**config.mk**
```make
export PLATFORM = sky130hd
export DESIGN_NAME = muldiv_unit_flat
export DESIGN_NICKNAME = d
export VERILOG_FILES = /design/src/rtl/muldiv_unit_if.sv /design/src/rtl/muldiv_unit.sv /design/src/flat_wrapper.sv
export SDC_FILE = /design/constraint.sdc
export NUM_CORES = 1
export LEC_CHECK = 0
export CORE_MARGIN = 2
export CORE_UTILIZATION = 40
export CTS_BUF_LIST = sky130_fd_sc_hd__clkbuf_16
export DETAILED_ROUTE_END_ITERATION = 12
export PLACE_DENSITY = 0.68
export SLEW_MARGIN = 20
export SYNTH_ARGS = -nofsm -noshare
export SYNTH_HDL_FRONTEND = slang
export SYNTH_SLANG_ARGS = --single-unit
```
**constraint.sdc**
```tcl
create_clock -name clk -period 5.45 [get_ports clk]
set_clock_uncertainty 0.15 [all_clocks]
set_input_delay 0.545 -clock clk [delete_from_list [all_inputs] [get_ports clk]]
set_output_delay 0.545 -clock clk [all_outputs]
set_load 0.05 [all_outputs]
```
**src/rtl/muldiv_unit_if.sv**
```systemverilog
// Request/write-back bundle for muldiv_unit.
// master: the issuing pipeline / writeback arbiter side; slave: the unit.
interface muldiv_unit_if #(
   parameter int REG_WIDTH = 64
);
   logic                 in_valid;
   logic                 in_ready;
   logic [2:0]           funct3;
   logic [REG_WIDTH-1:0] op_a;
   logic [REG_WIDTH-1:0] op_b;
   logic [4:0]           rd_in;
   logic                 kill;
   logic                 wb_grant;
   logic                 busy;
   logic [4:0]           rd;
   logic [REG_WIDTH-1:0] rd_din;
   logic                 reg_write;

   modport master (
      output in_valid, funct3, op_a, op_b, rd_in, kill, wb_grant,
      input  in_ready, busy, rd, rd_din, reg_write
   );

   modport slave (
      input  in_valid, funct3, op_a, op_b, rd_in, kill, wb_grant,
      output in_ready, busy, rd, rd_din, reg_write
   );
endinterface

```
**src/rtl/muldiv_unit.sv**
```systemverilog
// Iterative RISC-V M-extension multiply/divide unit.
// Multiply: one shift-add step per cycle; divide: one restoring
// shift-subtract step per cycle. Operands are converted to magnitudes on
// accept and the sign is restored in the last CALC cycle.
// Optional macro MULDIV_EARLY_OUT_EN: divide-by-zero, signed overflow and
// multiply-by-zero skip CALC and go straight to DONE.
// REG_WIDTH must be even and >= 8.
module muldiv_unit #(
   parameter int REG_WIDTH = 64
) (
   input logic          clk,
   input logic          rst_n,
   muldiv_unit_if.slave bus
);
   localparam int W  = REG_WIDTH;
   localparam int CW = $clog2(W) + 1;

   typedef enum logic [1:0] {IDLE, CALC, DONE} state_t;

   state_t          state_reg, state_next;
   logic [2:0]      funct3_reg;
   logic [4:0]      rd_reg;
   logic [CW-1:0]   count_reg;
   // hi/lo: product high/low for multiply, remainder/quotient for divide.
   logic [W-1:0]    hi_reg, lo_reg;
   // multiplicand for multiply, divisor for divide
   logic [W-1:0]    opnd_reg;
   logic [W-1:0]    rd_din_reg;
   logic            neg_res_reg;   // negate product / quotient
   logic            neg_rem_reg;   // negate remainder (dividend was negative)

   logic            accept;
   logic            reg_write_c;
   logic            is_div_in, a_signed_in, b_signed_in;
   logic            neg_a_in, neg_b_in, b_zero_in;
   logic [W-1:0]    mag_a_in, mag_b_in;
   logic            early_in;
   logic [W-1:0]    early_res;
   logic [W:0]      mul_sum, div_trial;
   logic [W-1:0]    step_hi, step_lo;
   logic [W-1:0]    hi_carry;
   logic [W-1:0]    fixed_res;

   // Operand decode: signedness, sign flags and magnitudes of the request.
   always_comb begin
      is_div_in   = bus.funct3[2];
      a_signed_in = (bus.funct3 == 3'b001) || (bus.funct3 == 3'b010) ||
                    (bus.funct3 == 3'b100) || (bus.funct3 == 3'b110);
      b_signed_in = (bus.funct3 == 3'b001) || (bus.funct3 == 3'b100) ||
                    (bus.funct3 == 3'b110);
      neg_a_in    = a_signed_in && bus.op_a[W-1];
      neg_b_in    = b_signed_in && bus.op_b[W-1];
      mag_a_in    = neg_a_in ? (~bus.op_a + 1'b1) : bus.op_a;
      mag_b_in    = neg_b_in ? (~bus.op_b + 1'b1) : bus.op_b;
      b_zero_in   = (bus.op_b == '0);
   end

`ifdef MULDIV_EARLY_OUT_EN
   logic ovf_in;

   // Special cases whose result is known at accept time.
   always_comb begin
      ovf_in    = !bus.funct3[0] && (bus.op_a == {1'b1, {(W-1){1'b0}}}) &&
                  (bus.op_b == '1);
      early_in  = 1'b0;
      early_res = '0;
      if (is_div_in) begin
         if (b_zero_in) begin
            early_in  = 1'b1;
            early_res = bus.funct3[1] ? bus.op_a : '1;
         end else if (ovf_in) begin
            early_in  = 1'b1;
            early_res = bus.funct3[1] ? '0 : bus.op_a;
         end
      end else if ((bus.op_a == '0) || b_zero_in) begin
         early_in = 1'b1;
      end
   end
`else
   assign early_in  = 1'b0;
   assign early_res = '0;
`endif

   // One iteration step for multiply (shift-add) and divide (restoring).
   always_comb begin
      mul_sum   = {1'b0, hi_reg} + (lo_reg[0] ? {1'b0, opnd_reg} : '0);
      div_trial = {hi_reg, lo_reg[W-1]} - {1'b0, opnd_reg};
      step_hi   = '0;
      step_lo   = '0;
      if (funct3_reg[2]) begin
         // A zero divisor never underflows, so the quotient fills with ones
         // and the remainder collects the whole dividend.
         if (!div_trial[W]) begin
            step_hi = div_trial[W-1:0];
            step_lo = {lo_reg[W-2:0], 1'b1};
         end else begin
            step_hi = {hi_reg[W-2:0], lo_reg[W-1]};
            step_lo = {lo_reg[W-2:0], 1'b0};
         end
      end else begin
         step_hi = mul_sum[W:1];
         step_lo = {mul_sum[0], lo_reg[W-1:1]};
      end
   end

   // Sign fix and result selection from the finished magnitudes.
   always_comb begin
      // High half of -{hi,lo}: the +1 only carries into hi when lo is zero.
      hi_carry  = ~hi_reg + W'(lo_reg == '0);
      fixed_res = '0;
      case (funct3_reg)
         3'b000:                 fixed_res = lo_reg;
         3'b001, 3'b010, 3'b011: fixed_res = neg_res_reg ? hi_carry : hi_reg;
         3'b100, 3'b101:         fixed_res = neg_res_reg ? (~lo_reg + 1'b1) : lo_reg;
         default:                fixed_res = neg_rem_reg ? (~hi_reg + 1'b1) : hi_reg;
      endcase
   end

   // State register.
   always_ff @(posedge clk or negedge rst_n) begin
      if (!rst_n) state_reg <= IDLE;
      else        state_reg <= state_next;
   end

   // Next-state and write strobe; kill beats both in_valid and wb_grant.
   always_comb begin
      state_next  = state_reg;
      accept      = 1'b0;
      reg_write_c = 1'b0;
      case (state_reg)
         IDLE: begin
            if (bus.in_valid && !bus.kill) begin
               accept     = 1'b1;
               state_next = early_in ? DONE : CALC;
            end
         end
         CALC: begin
            if (bus.kill)                      state_next = IDLE;
            else if (count_reg == CW'(W))      state_next = DONE;
         end
         DONE: begin
            // x0 results are dropped but DONE still waits for the grant.
            reg_write_c = bus.wb_grant && !bus.kill && (rd_reg != 5'd0);
            if (bus.kill || bus.wb_grant)      state_next = IDLE;
         end
         default: state_next = IDLE;
      endcase
   end

   // Datapath: latch operands on accept, iterate in CALC, sign fix at the end.
   always_ff @(posedge clk or negedge rst_n) begin
      if (!rst_n) begin
         funct3_reg  <= '0;
         rd_reg      <= '0;
         count_reg   <= '0;
         hi_reg      <= '0;
         lo_reg      <= '0;
         opnd_reg    <= '0;
         rd_din_reg  <= '0;
         neg_res_reg <= 1'b0;
         neg_rem_reg <= 1'b0;
      end else begin
         case (state_reg)
            IDLE: begin
               if (accept) begin
                  funct3_reg  <= bus.funct3;
                  rd_reg      <= bus.rd_in;
                  count_reg   <= '0;
                  hi_reg      <= '0;
                  // A zero divisor keeps the quotient all ones for DIV too.
                  neg_res_reg <= (neg_a_in ^ neg_b_in) && !(is_div_in && b_zero_in);
                  neg_rem_reg <= neg_a_in;
                  if (is_div_in) begin
                     lo_reg   <= mag_a_in;
                     opnd_reg <= mag_b_in;
                  end else begin
                     lo_reg   <= mag_b_in;
                     opnd_reg <= mag_a_in;
                  end
                  if (early_in) rd_din_reg <= early_res;
               end
            end
            CALC: begin
               if (count_reg == CW'(W)) begin
                  rd_din_reg <= fixed_res;
               end else begin
                  hi_reg    <= step_hi;
                  lo_reg    <= step_lo;
                  count_reg <= count_reg + 1'b1;
               end
            end
            default: ;
         endcase
      end
   end

   assign bus.in_ready  = (state_reg == IDLE);
   assign bus.busy      = (state_reg != IDLE);
   assign bus.rd        = rd_reg;
   assign bus.rd_din    = rd_din_reg;
   assign bus.reg_write = reg_write_c;

endmodule

```
**src/flat_wrapper.sv**
```systemverilog
// flat-port wrapper written by rule: the top's interface ports become plain ports
module muldiv_unit_flat 
#(
   parameter int REG_WIDTH = 64
)
  (clk, rst_n, bus_in_valid, bus_funct3, bus_op_a, bus_op_b, bus_rd_in, bus_kill, bus_wb_grant, bus_in_ready, bus_busy, bus_rd, bus_rd_din, bus_reg_write);
  muldiv_unit_if #(.REG_WIDTH(REG_WIDTH)) bus_i ();
  input logic clk;
  input logic rst_n;
  input wire logic [$bits(bus_i.in_valid)-1:0] bus_in_valid;
  input wire logic [$bits(bus_i.funct3)-1:0] bus_funct3;
  input wire logic [$bits(bus_i.op_a)-1:0] bus_op_a;
  input wire logic [$bits(bus_i.op_b)-1:0] bus_op_b;
  input wire logic [$bits(bus_i.rd_in)-1:0] bus_rd_in;
  input wire logic [$bits(bus_i.kill)-1:0] bus_kill;
  input wire logic [$bits(bus_i.wb_grant)-1:0] bus_wb_grant;
  output wire logic [$bits(bus_i.in_ready)-1:0] bus_in_ready;
  output wire logic [$bits(bus_i.busy)-1:0] bus_busy;
  output wire logic [$bits(bus_i.rd)-1:0] bus_rd;
  output wire logic [$bits(bus_i.rd_din)-1:0] bus_rd_din;
  output wire logic [$bits(bus_i.reg_write)-1:0] bus_reg_write;
  assign bus_i.in_valid = bus_in_valid;
  assign bus_i.funct3 = bus_funct3;
  assign bus_i.op_a = bus_op_a;
  assign bus_i.op_b = bus_op_b;
  assign bus_i.rd_in = bus_rd_in;
  assign bus_i.kill = bus_kill;
  assign bus_i.wb_grant = bus_wb_grant;
  assign bus_in_ready = bus_i.in_ready;
  assign bus_busy = bus_i.busy;
  assign bus_rd = bus_i.rd;
  assign bus_rd_din = bus_i.rd_din;
  assign bus_reg_write = bus_i.reg_write;
  muldiv_unit #(.REG_WIDTH(REG_WIDTH)) u_core (.clk(clk), .rst_n(rst_n), .bus(bus_i));
endmodule
```
# Word-level counts from Yosys, hierarchy flattened
# Cells that the tools add are included.
[totals]
register_bits = 275
inputBits = 141
elab_cells = 98
[op_classes]
add_sub_neg = 8
reduce_logical = 28
mux = 30
eq_ne = 17
n_bitwise = 5
[op_table]
columns = ["op", "n"]
rows = [
  ["2-to-1 mux 64 bit", 15],
  ["adder 64 x 1 -> 64 bit (second input constant)", 4],
  ["NOT 64 bit", 4],
  ["one-hot mux 64 bit (2 select lines)", 2],
  ["one-hot mux 64 bit (3 select lines)", 1],
  ["zero test 64 bit", 2],
  ["adder 64 x 65 -> 65 bit", 1],
  ["subtractor 65 x 64 -> 65 bit", 1],
  ["adder 64 x 1 -> 64 bit", 1],
  ["2-to-1 mux 7 bit", 2],
  ["one-hot mux 7 bit (2 select lines)", 1],
  ["== test 3 bit (second input constant)", 4],
  ["== test 3 x 2 -> 1 bit (second input constant)", 3],
  ["2-to-1 mux 2 bit", 4],
  ["adder 7 x 1 -> 7 bit (second input constant)", 1],
  ["== test 7 bit (second input constant)", 1],
  ["logical AND 1 bit", 7],
  ["== test 3 x 1 -> 1 bit (second input constant)", 2],
  ["logical OR 1 bit", 6],
  ["inequality test 2 x 1 -> 1 bit (second input constant)", 3],
  ["one-hot mux 2 bit (3 select lines)", 1],
  ["AND reduction 3 bit", 2],
  ["nonzero test 5 bit", 1],
  ["2-to-1 mux 1 bit", 4],
  ["other kinds (12)", 15],
]

# Depth between registers and ports, before layout
[logic_depth]
word_depth = 9
ltp_mapped = 21
mapped_depth_nobuf = 19

# Worst setup path after synthesis
# No wires, ideal clock.
[synth_timing]
path_type = "reg2reg"
start = "reg u_core.lo_reg[19]"
end = "reg u_core.rd_din_reg[44] (netlist: u_core.bus.rd_din[44])"
period_less_slack_ns = 4.986
required_time_ns = 5.168
setup_ns = 0.132
n_path_buf = 2
setup_slack_ns = 0.464
path_stages_with_launch = 21
arrival_time_ns = 4.704
cell_sequence = "dfrtp_1 buf_4 or4_4 or3_4 or3_4 nor3_1 nand3_1 or3_1 clkbuf_1 nor4_1 ha_1 ha_1 nand3_1 nor3_1 nand2_1 or2_2 o21ai_0 xnor2_1 o22ai_1 a2111oi_0 nor2_1"
[synth_between]
elab_chain_len = 4
word_cells_on_any_way = 7
classes_between = "2 x add/sub; 3 x mux; 1 x bitwise; 1 x reduce/logical"
[synth_lines]
columns = ["item", "line", "source"]
rows = [
  ["start, declared", "muldiv_unit.sv:25", "logic [W-1:0] hi_reg, lo_reg;"],
  ["start signal, assigned", "muldiv_unit.sv:174", "lo_reg <= mag_a_in;"],
  ["start signal, assigned", "muldiv_unit.sv:177", "lo_reg <= mag_b_in;"],
  ["start signal, assigned", "muldiv_unit.sv:188", "lo_reg <= step_lo;"],
  ["zero test 64 bit / NOT 64 bit (equally long branches)", "muldiv_unit.sv:109, muldiv_unit.sv:114", ""],
  ["adder 64 x 1 -> 64 bit, on equally long branches", "muldiv_unit.sv:109, muldiv_unit.sv:114", ""],
  ["2-to-1 mux 64 bit, on equally long branches", "muldiv_unit.sv:113, muldiv_unit.sv:114", ""],
  ["one-hot mux 64 bit (3 select lines) (*)", "muldiv_unit.sv:111", "case (funct3_reg)"],
  ["end signal, assigned", "muldiv_unit.sv:180", "if (early_in) rd_din_reg <= early_res;"],
  ["end signal, assigned", "muldiv_unit.sv:185", "rd_din_reg <= fixed_res;"],
  ["end, declared", "muldiv_unit.sv:28", "logic [W-1:0] rd_din_reg;"],
]
# Every way passes the cells marked *; elsewhere a longest branch is shown, timed or not.
# A chain may end at the register's enable or synchronous reset.

# Final worst setup path
[layout_timing]
start = "reg u_core.lo_reg[20]"
end = "reg u_core.rd_din_reg[44] (netlist: u_core.bus.rd_din[44])"
# The elaborated chain is that of the path after synthesis.

==> results.py <==
metrics = {
    "outcome": {
        "outcome": "completed",
    },
    "global_routing": {
        "antenna_found_initial": 3,
        "gr-total-overflow": 0,
        "grt_pass1_vias": 29940,
        "grt.total_usage": 0.3316,
        "grt_pass1_wl_um": 194400,
        "grt_max_degree": 107,
    },
    "detailed_routing": {
        "drc": 0,
        "dr.pass1.iters": 6,
        "wl_per_cell_um": 24.91,
        "avgViaCountPerCell": 6.268,
        "drt_iter0_markers": 4513,
        "totalWireLength_um": 131100,
        "via_count": 33000,
        "antenna_left": 0,
    },
    "min_path": {
        "hold_path_class": "reg -> reg",
        "worst_hold_path.endpoint": "u_core.bus.rd_din[14]",
        "min_path_cells": 2,
        "hp-start": "u_core.bus.rd_din[14]",
    },
    "logic_synthesis": {
        "seq_area_frac_synth": 0.2310,
        "syn_inst": 4144,
        "synth_seq_cells": 275,
        "synth-async-reset-ratio": 1.000,
        "syn_area_per_cell_um2": 7.189,
        "synth_area_leaders": "dfrtp_1, o21ai_0, a21oi_1, nand2_1, ha_1",
        "synthDominantCellAreaShare": 0.2310,
        "yosysTopAreaCell": "dfrtp_1",
        "synth_top_cells_by_count": "nand2_1, o21ai_0, a21oi_1, nor2_1, dfrtp_1",
        "synth_edf_count": 0,
        "synth_warnings": 0,
        "syn_nets": 4423,
        "synth.most_common_cell": "nand2_1",
        "synthFlopType": "dfrtp_1",
        "synth_cell_type_count": 87,
        "syn_area_um2": 29790,
    },
    "worst_setup_path": {
        "cp.required_ps": 5730,
        "crit_fanout": 4,
        "crit_path_end_kind": "flip-flop",
        "cp_data_arrival_time_ps": 5440,
        "worstSetupPathType": "reg -> reg",
        "reg2reg_depth": 19,
        "r2r_end": "u_core.bus.rd_din[44]",
        "reg2reg_from": "u_core.lo_reg[20]",
        "worst-r2r-setup-slack_ps": 290,
        "worstSetupStartpointType": "flip-flop",
    },
    "finish": {
        "utilization": 0.4640,
        "finalNetCount": 4549,
        "instances_no_fill": 5265,
        "num_antenna_cells": 0,
        "drive_gt1_frac": 0.06797,
        "area_growth_pct": 15.38,
    },
    "placed_design": {
        "hpwlAfterDp_um": 103100,
        "pre_cts_slack_ps": 248.7,
        "port_buffers": 212,
        "gp_congestion": 1.070,
        "dp_cells": 5199,
    },
    "pwr": {
        "powerDensity_nw_per_um2": 506.9,
        "p_leak_uw": 0.01403,
        "finalPower_uw": 17420,
        "peakVddDrop_uv": 235.3,
    },
    "sta": {
        "maxSlewHeadroom": 0.2286,
        "tns_ps": 0,
        "hold_violations": 0,
        "setup_slack_ps": 294.1,
        "setup_viol": 0,
        "fmax_mhz": 194.0,
        "worstMarginPinSlew_ps": 1154,
        "maxSlewViolCount": 0,
        "finalCriticalPeriod_ps": 5156,
        "timing.final.crit_share": 0.9460,
    },
    "clocking": {
        "cts_max_path_buffers": 3,
        "htreeDepth": 2,
        "cts_sinks": 275,
        "clk-insertion-delay-late_ps": 580,
        "cts_made_buffers": 36,
        "clk_pin_slew_ps": 60,
        "cts_tree": "done",
        "root_buffer": "clkbuf_16",
    },
    "floorplanning": {
        "fp.dieW_um": 276.9,
        "io-pin-count": 213,
        "start_util": 0.4022,
        "rows": 100,
        "die_area_um2": 76670,
        "die_h_um": 276.9,
        "core_um2": 74070,
    },
    "job": {
        "cap_viol_max_count": 0,
    },
}
==> through the flow <==
stage                     cell area, µm²  hold WS [ps]
after global placement             33230         309.5
final                              34370         323.0
after CTS                          34340         314.3
after global routing               34370         348.9
after floorplan                    29790         99.41
after detailed placement           33230         319.3
==> layout make-up <==
class | instances | area [µm²]
tap | 969 | 1212
timing repair buffer | 385 | 3476
multi-input combinational | 3447 | 21230
clock buffer | 36 | 900.9
fill | 7633 | 39700
sequential | 275 | 6889
inverter | 125 | 469.2
clock inverter | 28 | 197.7
==> routing by layer <==
metal  wire (µm)  share of wire  vias up  track usage
li1            -              -    15230            -
met1       56170           0.43    15550       0.4826
met2       51970           0.40     1965       0.4626
met3       18560           0.14      253      0.09938
met4        4430          0.034        2       0.1065
met5          12       0.000092        -            0
==> where the power goes <==
group | switching, µW | internal, µW | total, µW
clock | 1020 | 1300 | 2320
combinational | 7340 | 4260 | 11600
sequential | 984 | 2520 | 3500
total | 9340 | 8080 | 17400
==> critical path, cell delays in order (launching register included) <==
cell	delay, ps
dfrtp_1	390
or4_4	550
or3_4	350
or3_4	360
nor3_2	150
nand3_1	160
or3_1	420
nor4_1	240
buf_4	190
ha_1	190
ha_1	210
nand3_1	120
nor3_2	170
nand2_1	140
or2_2	390
o21ai_0	220
xnor2_1	140
o22ai_1	100
a2111oi_1	300
nor2_1	70
==> cells in the final DEF (no fill, tap or decap), drive strengths merged, types with 16 or more instances in the layout <==
master         netlist  layout
o21ai              478     478
a22oi               43      43
clkbuf             249      36
o31ai               63      63
a21o                57      57
nand2b              23      23
o211ai              30      30
inv                123     131
a211oi              34      34
or3                 58      58
clkinv               2      16
mux2i              121     121
or4                 31      31
ha                 136     136
clkdlybuf4s50        0     210
nand3               91      91
xor2               177     177
nor2               417     417
nor3                91      91
o21a                21      21
nand2              500     500
buf                 45     174
a221oi              30      30
dfrtp              275     275
nor4                48      48
o221ai              32      32
o22ai               35      35
o21bai              21      21
nand4               53      53
a31oi               34      34
xnor2              184     184
a21oi              439     439
==> cell families (layout without fill, tap and decap cells) <==
kind of cell | Yosys count | after routing | share of synthesized area
buffers and inverters | 422 | 574 | 0.05926
muxes | 129 | 129 | 0.04368
and+or+nand+nor | 1394 | 1394 | 0.2130
xor gates and xnor gates | 361 | 361 | 0.1061
adders and majority gates | 138 | 138 | 0.05847
DFF | 275 | 275 | 0.2310
AOI/OAI and AO/OA | 1425 | 1425 | 0.2885
==> repair_timing <==
item,4_1_cts,5_1_grt
hold endpoints to repair,101,0
hold buffers,1,0
setup endpoints to repair,0,15
buffers inserted,0,1
gates resized for setup,0,9
==> how the worst max path moves through the flow <==
stage | start | to | depth (start not counted)
2_1_floorplan | u_core.lo_reg[19] | u_core.bus.rd_din[44] | 20
3_3_place_gp | u_core.lo_reg[20] | u_core.bus.rd_din[44] | 19
3_5_place_dp | u_core.lo_reg[13] | u_core.bus.rd_din[54] | 19
4_1_cts | u_core.lo_reg[13] | u_core.bus.rd_din[54] | 19
5_1_grt | u_core.lo_reg[20] | u_core.bus.rd_din[44] | 19
6_report | u_core.lo_reg[20] | u_core.bus.rd_din[44] | 19
(Power assumes the default switching activity.)
